[src/rtl/isqrt_seq.sv]
// Sequential integer square root: floor(sqrt(x)) and remainder x - root^2.
// Digit-by-digit restoring algorithm, one root bit per clock.
// Valid/ready handshake on both sides; all outputs come straight from flops.

module isqrt_seq #(
    parameter int DATA_W = 10,
    parameter int ROOT_W = DATA_W / 2,
    parameter int REM_W  = DATA_W / 2 + 1
) (
    input  logic              clk,
    input  logic              rst_n,
    input  logic              in_valid,
    output logic              in_ready,
    input  logic [DATA_W-1:0] in_data,
    output logic              out_valid,
    input  logic              out_ready,
    output logic [ROOT_W-1:0] out_root,
    output logic [REM_W-1:0]  out_rem,
    output logic              out_exact,
    output logic              busy
);

    // The radicand is consumed two bits at a time, so it must have an even width.
    generate
        if ((DATA_W % 2) != 0 || DATA_W < 2) begin : g_bad_data_w
            $error("isqrt_seq: DATA_W must be even and >= 2");
        end
        if (ROOT_W != DATA_W / 2 || REM_W != DATA_W / 2 + 1) begin : g_bad_derived
            $error("isqrt_seq: ROOT_W and REM_W are derived from DATA_W and must not be overridden");
        end
    endgenerate

    localparam int CNT_W = $clog2(ROOT_W + 1);
    // One extra bit above t's REM_W+2 bits holds the borrow of the trial subtraction.
    localparam int SUB_W = REM_W + 3;

    typedef enum logic [1:0] {
        IDLE = 2'd0,
        CALC = 2'd1,
        DONE = 2'd2
    } state_t;

    state_t            state;
    logic [DATA_W-1:0] shift_q;
    logic [CNT_W-1:0]  count_q;
    logic [ROOT_W-1:0] root_q;
    logic [REM_W-1:0]  rem_q;

    logic [SUB_W-1:0]  t_ext;
    logic [SUB_W-1:0]  trial;
    logic [SUB_W-1:0]  diff;
    logic              borrow;
    logic [ROOT_W-1:0] root_nxt;
    logic [REM_W-1:0]  rem_nxt;

    // One restoring iteration: bring down the next bit pair and try subtracting 4*root+1.
    always_comb begin
        // NOTE: every always_comb output gets a default first so no path can infer a latch.
        t_ext    = '0;
        trial    = '0;
        diff     = '0;
        borrow   = 1'b0;
        root_nxt = '0;
        rem_nxt  = '0;

        t_ext    = {1'b0, rem_q, shift_q[DATA_W-1 -: 2]};
        trial    = {2'b00, root_q, 2'b01};
        diff     = t_ext - trial;
        borrow   = diff[SUB_W-1];
        // Remainder stays <= 2*root, so both candidates fit REM_W bits; the root MSB shifted
        // out is always zero because the root has at most ROOT_W significant bits.
        rem_nxt  = borrow ? t_ext[REM_W-1:0] : diff[REM_W-1:0];
        root_nxt = ROOT_W'({root_q, ~borrow});
    end

    // Control FSM together with the datapath registers and the registered outputs.
    always_ff @(posedge clk or negedge rst_n) begin
        if (!rst_n) begin
            state     <= IDLE;
            shift_q   <= '0;
            count_q   <= '0;
            root_q    <= '0;
            rem_q     <= '0;
            in_ready  <= 1'b1;
            out_valid <= 1'b0;
            busy      <= 1'b0;
            out_root  <= '0;
            out_rem   <= '0;
            out_exact <= 1'b0;
        end else begin
            // NOTE: state is updated with non-blocking assignments so every flop samples
            // pre-edge values, independent of statement order.
            case (state)
                IDLE: begin
                    if (in_valid && in_ready) begin
                        shift_q  <= in_data;
                        root_q   <= '0;
                        rem_q    <= '0;
                        count_q  <= CNT_W'(ROOT_W);
                        in_ready <= 1'b0;
                        busy     <= 1'b1;
                        state    <= CALC;
                    end
                end
                CALC: begin
                    shift_q <= shift_q << 2;
                    root_q  <= root_nxt;
                    rem_q   <= rem_nxt;
                    count_q <= count_q - CNT_W'(1);
                    // Last iteration: publish the result on the same edge it is formed.
                    if (count_q == CNT_W'(1)) begin
                        out_root  <= root_nxt;
                        out_rem   <= rem_nxt;
                        out_exact <= (rem_nxt == '0);
                        out_valid <= 1'b1;
                        state     <= DONE;
                    end
                end
                DONE: begin
                    if (out_valid && out_ready) begin
                        out_valid <= 1'b0;
                        in_ready  <= 1'b1;
                        busy      <= 1'b0;
                        state     <= IDLE;
                    end
                end
                default: begin
                    out_valid <= 1'b0;
                    in_ready  <= 1'b1;
                    busy      <= 1'b0;
                    state     <= IDLE;
                end
            endcase
        end
    end

endmodule

[config.mk]
export PLATFORM = sky130hd
export DESIGN_NAME = isqrt_seq
export DESIGN_NICKNAME = d
export VERILOG_FILES = /design/src/rtl/isqrt_seq.sv
export SDC_FILE = /design/constraint.sdc
export NUM_CORES = 1
export LEC_CHECK = 0
export BUFFER_PORTS_ARGS = -buffer_cell sky130_fd_sc_hd__buf_2
export CAP_MARGIN = 10
export CORE_MARGIN = 4
export CORE_UTILIZATION = 44
export DETAILED_ROUTE_END_ITERATION = 10
export PLACE_DENSITY = 0.63
export RECOVER_POWER = 50
export SYNTH_ARGS = -nofsm -noshare
export SYNTH_HDL_FRONTEND = slang
export SYNTH_SLANG_ARGS = --single-unit
[constraint.sdc]
create_clock -name clk -period 3.2 [get_ports clk]
set_input_delay 0.64 -clock clk [delete_from_list [all_inputs] [get_ports clk]]
set_output_delay 0.64 -clock clk [all_outputs]
set_load 0.05 [all_outputs]
==> results <==
- The sequential fraction of the synthesis area is between 50% and 60%.
- Of all flip-flops after synthesis, the portion carrying an async set or reset was between 90% and 100%.
- After detailed routing, the total wire length is between 3000 and 4000 um.
- The fraction of final layout cells sized beyond drive strength 1 is 16.2%.
- On the critical path, the stage with the largest delay is an instance of sky130_fd_sc_hd__nor2_2.
- The transition time at the pin with the least slew margin is 2140 ps.
- The number of pins with negative max-slew slack in the final report is 74.
- Once detailed placement completed, the half-perimeter wirelength came to 2680 um.
- The startpoint kind of the worst setup timing path is a flip-flop.
- The final reports fail on max-capacitance violations, max-slew violations.
- The count of buffering cells on the critical path with inverters included is 0.
- Setup violations remaining at the end of the flow were counted as 0.
- Data arrives at the worst endpoint at between 2000 and 3000 ps.
- The worst pin sits at a relative slew slack of -42.6%.
- Summed over its instances, the top area cell type makes up approximately 50% of the synthesized netlist area.
- The clock reaches the later pin of the worst-skew pair after roughly 290 ps.
- Static timing analysis puts the maximum clock frequency at approximately 400 MHz.
- At the end of the flow, the number of nets in the layout was 256.
- The initial antenna violation count came to 0.
- In this run the post-CTS setup repair buffer count came out at 0.
- The synthesized area per cell is roughly 9.5 um^2.
- The final hold violation count was 0.
- The first-pass iteration count of the detailed router is 4.
- The total standard cell area after synthesis is about 2000 um^2.
- After clock tree synthesis, the repair step resized 0 gates.
- The first global-routing pass estimated around 6500 um of wire.
- After detailed routing, the number of vias per cell comes to between 5 and 6.
- TritonCTS built the clock tree.
- The starting density of the core is 45.6%.
- The number of primary I/O pins is 29.
- The worst clock skew on the final layout is between 3 and 4 ps.
- The setup path with the least slack is of type reg -> reg.
- When the netlist entered floorplanning its net count stood at 230.
- The sequential cell area is 1030 um^2.
- The predominant post-synthesis flop cell is sky130_fd_sc_hd__dfrtp_1.
- The floorplan row count is 24.
- The Yosys warning count is 0.
- The H-tree depth is 2.
- The maximum fanout count along the critical path is 12.
- The number of global-route vias before repair is ~1.4k.
- The worst-case clock buffer depth is 2.
- The placer's final routability congestion estimate is approximately 0.86.
- The run finished, with violations left.
- TritonCTS created 5 clock buffers.
- The worst hold path belongs to the class reg -> reg.
- The post-layout minimum cycle time is around 2500 ps.
- After technology mapping, the gate count stands at 208.
- By area the synthesized netlist is led by sky130_fd_sc_hd__dfrtp_1 (50%), sky130_fd_sc_hd__o21ai_0 (8.3%), sky130_fd_sc_hd__nand2_1 (7.8%), sky130_fd_sc_hd__mux2i_1 (5.5%), sky130_fd_sc_hd__ha_1 (5.0%).
- The detailed-route DRC error count is 0.
- The routed wirelength normalized by instance count is around 13 um.
- The tree is rooted in a sky130_fd_sc_hd__clkbuf_8.
- The hold-fix buffer count after cts is 0.
- Entering global routing, the biggest net connects 42 pins.
- The area of combinational cells with multiple inputs is roughly 860 um^2.
- The count of buffers added on input and output ports is 28.
- The overall die width is roughly 75 um.
- STA puts the critical path data required time at about 3400 ps.
- After clock tree synthesis, the clock-pin slew on the worst setup and hold paths is around 70 ps.
- The post-synthesis register bit count is between 40 and 50.
- The total congestion overflow is 0.
- Setup repair after global routing left no endpoint under its margin.
- The number of antenna diodes in the final layout is 0.
- The first routing iteration left between 70 and 80 violations.
- The fill cell instance count of the final layout is 410.
- Across the run, the number of max-cap violations was 2.
- The clock sink total is 41.
- Relative to the synthesized area, the layout overhead comes to 12.4%.
- The commonest cells after synthesis are sky130_fd_sc_hd__nand2_1 (41), sky130_fd_sc_hd__dfrtp_1 (40), sky130_fd_sc_hd__o21ai_0 (33).
- The most frequent cell after synthesis is sky130_fd_sc_hd__nand2_1.
- The worst path uses approximately four fifths of the clock period.
- The final total negative setup slack is 0 ps.
- Walking the worst path, the cells encountered are ha_1, a21o_1, a211o_1, nor2_2, mux2i_1, o211ai_2, o31ai_2.
- The detail route stage leaves a number of antenna-violating nets equal to 0.
- In this design, the largest share of critical-path delay is due to compound AO/OA/AOI/OAI gates.
- STA classifies the critical path endpoint as a flip-flop.
- In this design, the stage delay of the slowest critical-path cell is ~450 ps.
- From bottom edge to top edge, the die measures roughly 75 um.
- The most area-hungry cell type in the Yosys netlist is sky130_fd_sc_hd__dfrtp_1.
- Across every metal layer, demand over resource in global routing totals ~15%.
- The die footprint is approximately 5700 um^2.
- The routed layout has between 1k and 1.5k vias.
- The synthesized design contains 0 enable-type register cells.
- The placeable core region is 4350 um^2.
- The post-synthesis cell type count is 30.
-- placed cells by master (no fill, tap or decap), types with 2 or more instances in the layout --
cell type and count:
sky130_fd_sc_hd__mux2i_1 11, sky130_fd_sc_hd__dfrtp_1 40, sky130_fd_sc_hd__inv_1 14, sky130_fd_sc_hd__o21ai_1 6, sky130_fd_sc_hd__nand2b_1 4, sky130_fd_sc_hd__clkbuf_8 6
sky130_fd_sc_hd__clkbuf_1 3, sky130_fd_sc_hd__nand2_1 41, sky130_fd_sc_hd__nor2_1 6, sky130_fd_sc_hd__nor3_1 2, sky130_fd_sc_hd__a22oi_1 5, sky130_fd_sc_hd__xor2_1 3
sky130_fd_sc_hd__xnor2_1 2, sky130_fd_sc_hd__nor2b_1 3, sky130_fd_sc_hd__o21ai_0 33, sky130_fd_sc_hd__buf_2 26, sky130_fd_sc_hd__a21oi_1 8, sky130_fd_sc_hd__ha_1 8
-- layer usage --
metal | GRT usage [%] | part of all wire, %
met1 | 20.5 | 48
met5 | 0 | 0
met4 | 4.66 | 1.2
met3 | 3.87 | 5.8
met2 | 24.5 | 45
-- through the flow --
stage               instances  hold slack (ps)  worst slack, ps  utilization, %  cell area [um^2]
global route              286              501              483            51.3              2230
global placement          279              458              795            49.3              2150
finish                    286              473              662            51.3              2230
detailed placement        279              465              686            49.3              2150
floorplan                 208              344             1180               -              1990
CTS                       286              481              668            51.3              2230
-- kinds of logic after synthesis --
group	count (synthesis)	synth area share, %
multiplexers	11	5.55
flip-flops	41	51.7
XOR/XNOR	5	2.21
buffers and inverters	24	5.17
AND/OR/NAND/NOR	62	13.9
adder cells (fa/ha/maj)	8	5.04
AO/OA/AOI/OAI	57	16.4
-- state kept, by name, indices dropped and copies added, names as in the netlist --
signal,flops
out_rem,6
rem_q,6
root_q,5
shift_q,10
out_valid,1
out_root,5
busy,1
in_ready,1
state,2
out_exact,1
count_q,3
-- area by class of cell --
cell class | instances | area share, %
clock buffer | 7 | 3.87
tap | 52 | 2.91
multi-input combinational | 143 | 38.3
timing repair buffer | 29 | 6.50
sequential | 41 | 46.0
inverter | 14 | 2.35
-- final timing paths --
kind                       startpoint     endpoint  slack [ps]  depth (start not counted)
hold / removal             out_rem[4]   out_rem[4]         470                          2
min in group asynchronous       rst_n   out_rem[0]         960                          1
max in group asynchronous       rst_n  out_root[4]        1010                          1
setup / recovery             rem_q[3]    out_exact         660                          7
setup reg to reg             rem_q[3]    out_exact         660                          7
hold reg to reg            out_rem[4]   out_rem[4]         470                          2
-- worst register-to-register path, stage by stage (launching register included) --
cell and delay, ps:
sky130_fd_sc_hd__dfrtp_1 410, sky130_fd_sc_hd__ha_1 350, sky130_fd_sc_hd__a21o_1 190, sky130_fd_sc_hd__a211o_1 330, sky130_fd_sc_hd__nor2_2 450, sky130_fd_sc_hd__mux2i_1 400, sky130_fd_sc_hd__o211ai_2 140, sky130_fd_sc_hd__o31ai_2 180
Power is not shown: default switching activity piles up to over one toggle a cycle in this logic, so the estimate is an artifact.
